$ cat src/rtl/uart_tx_feeder.sv
// uart_tx_feeder: pops a show-ahead TX FIFO and hands each byte to the UART TX controller.
// Define UART_TX_FEEDER_TIMEOUT_EN to enable the WAIT_BUSY no-ack timeout and err_no_ack.
module uart_tx_feeder #(
    parameter int DATA_WIDTH     = 8,
    parameter int GAP_CYCLES     = 0,
    parameter int TIMEOUT_CYCLES = 4
) (
    input  logic                  CLK,
    input  logic                  RST,
    input  logic                  tx_en,
    input  logic [DATA_WIDTH-1:0] fifo_rd_data,
    input  logic                  fifo_empty,
    output logic                  fifo_rd_inc,
    input  logic                  tx_busy,
    output logic [DATA_WIDTH-1:0] tx_p_data,
    output logic                  tx_data_valid,
    output logic [15:0]           frame_cnt,
    output logic                  err_no_ack
);

    typedef enum logic [1:0] {
        IDLE,
        WAIT_BUSY,
        WAIT_DONE,
        GAP
    } state_e;

    // The gap counter only ever holds GAP_CYCLES-1 down to 0.
    localparam int GAP_W = (GAP_CYCLES > 1) ? $clog2(GAP_CYCLES) : 1;
    localparam logic [GAP_W-1:0] GAP_LOAD = (GAP_CYCLES > 0) ? GAP_W'(GAP_CYCLES - 1) : '0;

    if (TIMEOUT_CYCLES < 2) begin : g_bad_timeout
        $error("uart_tx_feeder: TIMEOUT_CYCLES must be >= 2");
    end
    if (GAP_CYCLES < 0) begin : g_bad_gap
        $error("uart_tx_feeder: GAP_CYCLES must be >= 0");
    end

    state_e                  state_q, state_d;
    logic [DATA_WIDTH-1:0]   p_data_q, p_data_d;
    logic                    issue_q, issue_d;
    logic [15:0]             cnt_q, cnt_d;
    logic [GAP_W-1:0]        gap_q, gap_d;

`ifdef UART_TX_FEEDER_TIMEOUT_EN
    localparam int TO_W = (TIMEOUT_CYCLES > 2) ? $clog2(TIMEOUT_CYCLES) : 1;
    localparam logic [TO_W-1:0] TO_LAST = TO_W'(TIMEOUT_CYCLES - 1);

    logic [TO_W-1:0]         to_q, to_d;
    logic                    err_q, err_d;
`endif

    // NOTE: every always_comb output gets a default first, so no path can infer a latch.
    always_comb begin
        state_d  = state_q;
        p_data_d = p_data_q;
        issue_d  = 1'b0;
        cnt_d    = cnt_q;
        gap_d    = gap_q;
`ifdef UART_TX_FEEDER_TIMEOUT_EN
        to_d     = to_q;
        err_d    = err_q;
`endif
        unique case (state_q)
            IDLE: begin
                if (tx_en && !fifo_empty && !tx_busy) begin
                    p_data_d = fifo_rd_data;
                    issue_d  = 1'b1;
                    state_d  = WAIT_BUSY;
`ifdef UART_TX_FEEDER_TIMEOUT_EN
                    to_d     = '0;
`endif
                end
            end
            WAIT_BUSY: begin
                if (tx_busy) begin
                    state_d = WAIT_DONE;
                end
`ifdef UART_TX_FEEDER_TIMEOUT_EN
                else begin
                    to_d = to_q + 1'b1;
                    // The popped byte is abandoned; the next issue reads the new FIFO head.
                    if (to_q == TO_LAST) begin
                        err_d   = 1'b1;
                        state_d = IDLE;
                    end
                end
`endif
            end
            WAIT_DONE: begin
                if (!tx_busy) begin
                    cnt_d = cnt_q + 16'd1;
                    if (GAP_CYCLES > 0) begin
                        gap_d   = GAP_LOAD;
                        state_d = GAP;
                    end else begin
                        state_d = IDLE;
                    end
                end
            end
            GAP: begin
                if (gap_q == '0) begin
                    state_d = IDLE;
                end else begin
                    gap_d = gap_q - 1'b1;
                end
            end
            default: state_d = IDLE;
        endcase
    end

    // NOTE: state registers use non-blocking assignments so every flop samples pre-edge values.
    always_ff @(posedge CLK) begin
        // NOTE: reset is synchronous; RST is only looked at on a rising CLK edge.
        if (!RST) begin
            state_q  <= IDLE;
            p_data_q <= '0;
            issue_q  <= 1'b0;
            cnt_q    <= '0;
            gap_q    <= '0;
        end else begin
            state_q  <= state_d;
            p_data_q <= p_data_d;
            issue_q  <= issue_d;
            cnt_q    <= cnt_d;
            gap_q    <= gap_d;
        end
    end

`ifdef UART_TX_FEEDER_TIMEOUT_EN
    always_ff @(posedge CLK) begin
        if (!RST) begin
            to_q  <= '0;
            err_q <= 1'b0;
        end else begin
            to_q  <= to_d;
            err_q <= err_d;
        end
    end

    assign err_no_ack = err_q;
`else
    assign err_no_ack = 1'b0;
`endif

    // Pop and frame request come from one flop, so they can never drift apart.
    assign tx_data_valid = issue_q;
    assign fifo_rd_inc   = issue_q;
    assign tx_p_data     = p_data_q;
    assign frame_cnt     = cnt_q;

endmodule

$ cat config.mk
export PLATFORM = sky130hd
export DESIGN_NAME = uart_tx_feeder
export DESIGN_NICKNAME = d
export VERILOG_FILES = /design/src/rtl/uart_tx_feeder.sv
export SDC_FILE = /design/constraint.sdc
export NUM_CORES = 1
export LEC_CHECK = 0
export BUFFER_PORTS_ARGS = -buffer_cell sky130_fd_sc_hd__clkbuf_2
export CAP_MARGIN = 20
export CORE_UTILIZATION = 48
export DETAILED_ROUTE_END_ITERATION = 7
export MAX_ROUTING_LAYER = met4
export PLACE_DENSITY = 0.84
export SETUP_SLACK_MARGIN = 0.1
export SLEW_MARGIN = 0
export SYNTH_ARGS = -nofsm -noshare
export SYNTH_HDL_FRONTEND = slang
export SYNTH_SLANG_ARGS = --single-unit
export TNS_END_PERCENT = 100
$ cat constraint.sdc
create_clock -name CLK -period 2.2 [get_ports CLK]
set_clock_uncertainty 0.2 [all_clocks]
set_input_delay 0 -clock CLK [delete_from_list [all_inputs] [get_ports CLK]]
set_output_delay 0 -clock CLK [all_outputs]
set_load 0.005 [all_outputs]
==> qor.csv <==
stage,metric,value,unit
floorplanning,die_h,50.8,um
worst_setup_path,critPathKind,primary input to register,
worst_setup_path,start_kind,primary input,
global_routing,grt_max_degree,25,
timing,fmax,519,MHz
floorplanning,io_pins,40,
floorplanning,die-area,2580,um2
placement,hpwl,1660,um
global_routing,antenna_found_initial,0,
logic_synthesis,synth_cell_types,28,
logic_synthesis,synth_top_family_by_area,simple AND/OR/NAND/NOR gates,
layout,diodes,0,
power_and_ir_drop,p_total,773,uW
logic_synthesis,yosysTopAreaCell,dfxtp_1,
power_and_ir_drop,p_per_area,504,nW/um2
logic_synthesis,synth_mux_area_share,8.75,%
worst_hold_path,worstHoldPathType,primary input to register,
floorplanning,fp.coreArea,2230,um2
clocking,numCtsBuffers,3,
layout,final_cell_mix,"clkbuf_2 (38), dfxtp_1 (27), nor2_1 (20)",
timing,finalCritPeriodShare,87.6,%
timing,slew_viol_final,0,
logic_synthesis,synth_top_area_share,47.3,%
power_and_ir_drop,ir_drop,0.000350,V
timing,period_minus_slack,1930,ps
logic_synthesis,synth-adder-area-share,1.09,%
logic_synthesis,syn-cell-area,1140,um2
routing,drtAntennaViolNets,0,
worst_setup_path,crit_arrival,1990,ps
routing,drt_iter0_drc,8,
clocking,htree_levels,1,
global_routing,first_global_vias,971,
clocking,clk_pin_slew,140,ps
logic_synthesis,synth_compound_area_share,3.39,%
layout,layout_commonest_cell,clkbuf_2,
logic_synthesis,synth_seq_area_share,47.3,%
timing,setup_tns,0,ps
logic_synthesis,ys_ff_latch,27,
routing,viasPerCell,5.15,
worst_setup_path,required,2260,ps
clocking,clock_path_buffers,2,
layout,nNetsFinal,186,
clocking,root_buffer,clkbuf_4,
worst_setup_path,end_kind,register,
clocking,clock_sinks,27,
floorplanning,dieWidth,50.8,um
global_routing,grt_use_total,20.8,%
timing,setup_viol,0,
logic_synthesis,avgSynthCellArea,9.61,um2
layout,syn_to_final_growth,34.0,%
timing,hold_slack,140,ps
flow_run,drv_cap,0,
timing,grt_setup_unrepaired,no,
floorplanning,start_util,51.2,%
logic_synthesis,synth_xor_area_share,9.19,%
routing,drt-total-wl,2420,um
placement,port_buffers,38,
routing,via_count,1025,
layout,drive_gt1_share,28.7,%
placement,gp_congestion,0.826,
timing,hold_viol_final,0,
global_routing,grt_overflow_total,0,
run_status,status,"finished, final reports clean",
routing,drc_errors,0,
routing,wl_per_cell,12.1,um
logic_synthesis,synthSimpleGateAreaFrac,26.6,%
logic_synthesis,syn_inst,119,
power_and_ir_drop,cellLeakagePower,0.660,nW
clocking,clock_latency,310,ps
routing,dr.pass1.iters,4,
logic_synthesis,synth_area_leaders,"dfxtp_1 (47%), mux2i_1 (8.8%), nor2_1 (6.6%)",
global_routing,grt_pass1_wl,4020,um
worst_setup_path,path_max_fanout,12,
clocking,postCtsSetupRepairBufs,0,
logic_synthesis,syn-num-nets,133,
floorplanning,placementRows,17,
clocking,cts_tree,done,
logic_synthesis,yosysWarningCount,0,
layer usage:
metal / vias up / part of all wire, % / track usage [%]
li1: 515 / - / -
met1: 478 / 45 / 25.6
met2: 30 / 51 / 35.3
met3: 2 / 3.3 / 4.17
met4: 0 / 0.50 / 4.63
met5: - / 0 / -
synth_stat cells:
master,instances
nand4bb_1,1
nand4_1,4
and2_1,1
nor4_2,1
a2111oi_0,1
buf_2,1
nand2_1,6
nor4_1,2
o21ai_0,3
and4_1,2
dfxtp_1,27
and3_1,4
mux2i_1,10
a21oi_1,3
xor2_1,7
buf_4,2
nand4_4,1
nand3_1,3
xnor2_1,5
conb_1,1
or3_1,3
clkbuf_1,3
ha_1,1
nor2_1,20
inv_1,2
nand2b_1,2
nor3_1,2
nor3b_4,1
path summary, 6_finish.rpt:
| check | from | to | slack [ps] | depth (start not counted) |
|---|---|---|---|---|
| worst max-delay path | RST | state_q[0] | 270 | 5 |
| worst min-delay path | tx_en | tx_p_data[3] | 140 | 6 |
| worst max register to register | state_q[0] | tx_p_data[5] | 290 | 4 |
| worst min register to register | frame_cnt[15] | frame_cnt[15] | 310 | 2 |
power by group:
part           switching (mW)  total [mW]  internal (mW)
clock network           0.135       0.205         0.0707
logic                  0.0288      0.0661         0.0373
registers             0.00543       0.501          0.496
layout make-up:
cell class | instances | area (um2)
well taps | 28 | 35.0
multi-input cells | 84 | 579
fillers | 174 | 701
clock buffers | 4 | 26.3
repair buffers | 53 | 335
repair inverters | 1 | 5.00
flip-flops and latches | 27 | 541
inverters | 2 | 11.3
repair_timing:
action,CTS,global route
hold buffers,13,0
endpoints found under the hold margin,15,0
endpoints found under the setup margin,0,2
gates resized for setup,0,2
flip-flops by register name, indices dropped and copies added, names as in the netlist:
register,flops
state_q,2
tx_p_data,8
frame_cnt,16
fifo_rd_inc,1
per-stage QoR:
| stage | cells | utilization (%) | instance area (um2) | setup slack, ps |
|---|---|---|---|---|
| floorplan | 119 | - | 1140 | 521 |
| global placement | 181 | 60.8 | 1360 | 450 |
| detailed placement | 181 | 60.8 | 1360 | 346 |
| CTS | 198 | 67.8 | 1520 | 215 |
| global route | 199 | 68.6 | 1530 | 179 |
| finish | 199 | 68.6 | 1530 | 273 |
kinds of logic (layout without fill, tap and decap cells):
kind of cell / after synthesis / in the layout
AOI/OAI and AO/OA: 7 / 7
xor gates and xnor gates: 12 / 12
adders and majority gates: 1 / 1
buffers and inverters: 8 / 60
DFF: 27 / 27
muxes: 10 / 10
other: 1 / 1
and+or+nand+nor: 53 / 53
critical path: stages:
cell	delay (ps)
dlygate4sd3_1	520
clkbuf_2	190
clkinvlp_4	260
a2111oi_0	430
dlygate4sd3_1	590
(Power assumes the default switching activity.)
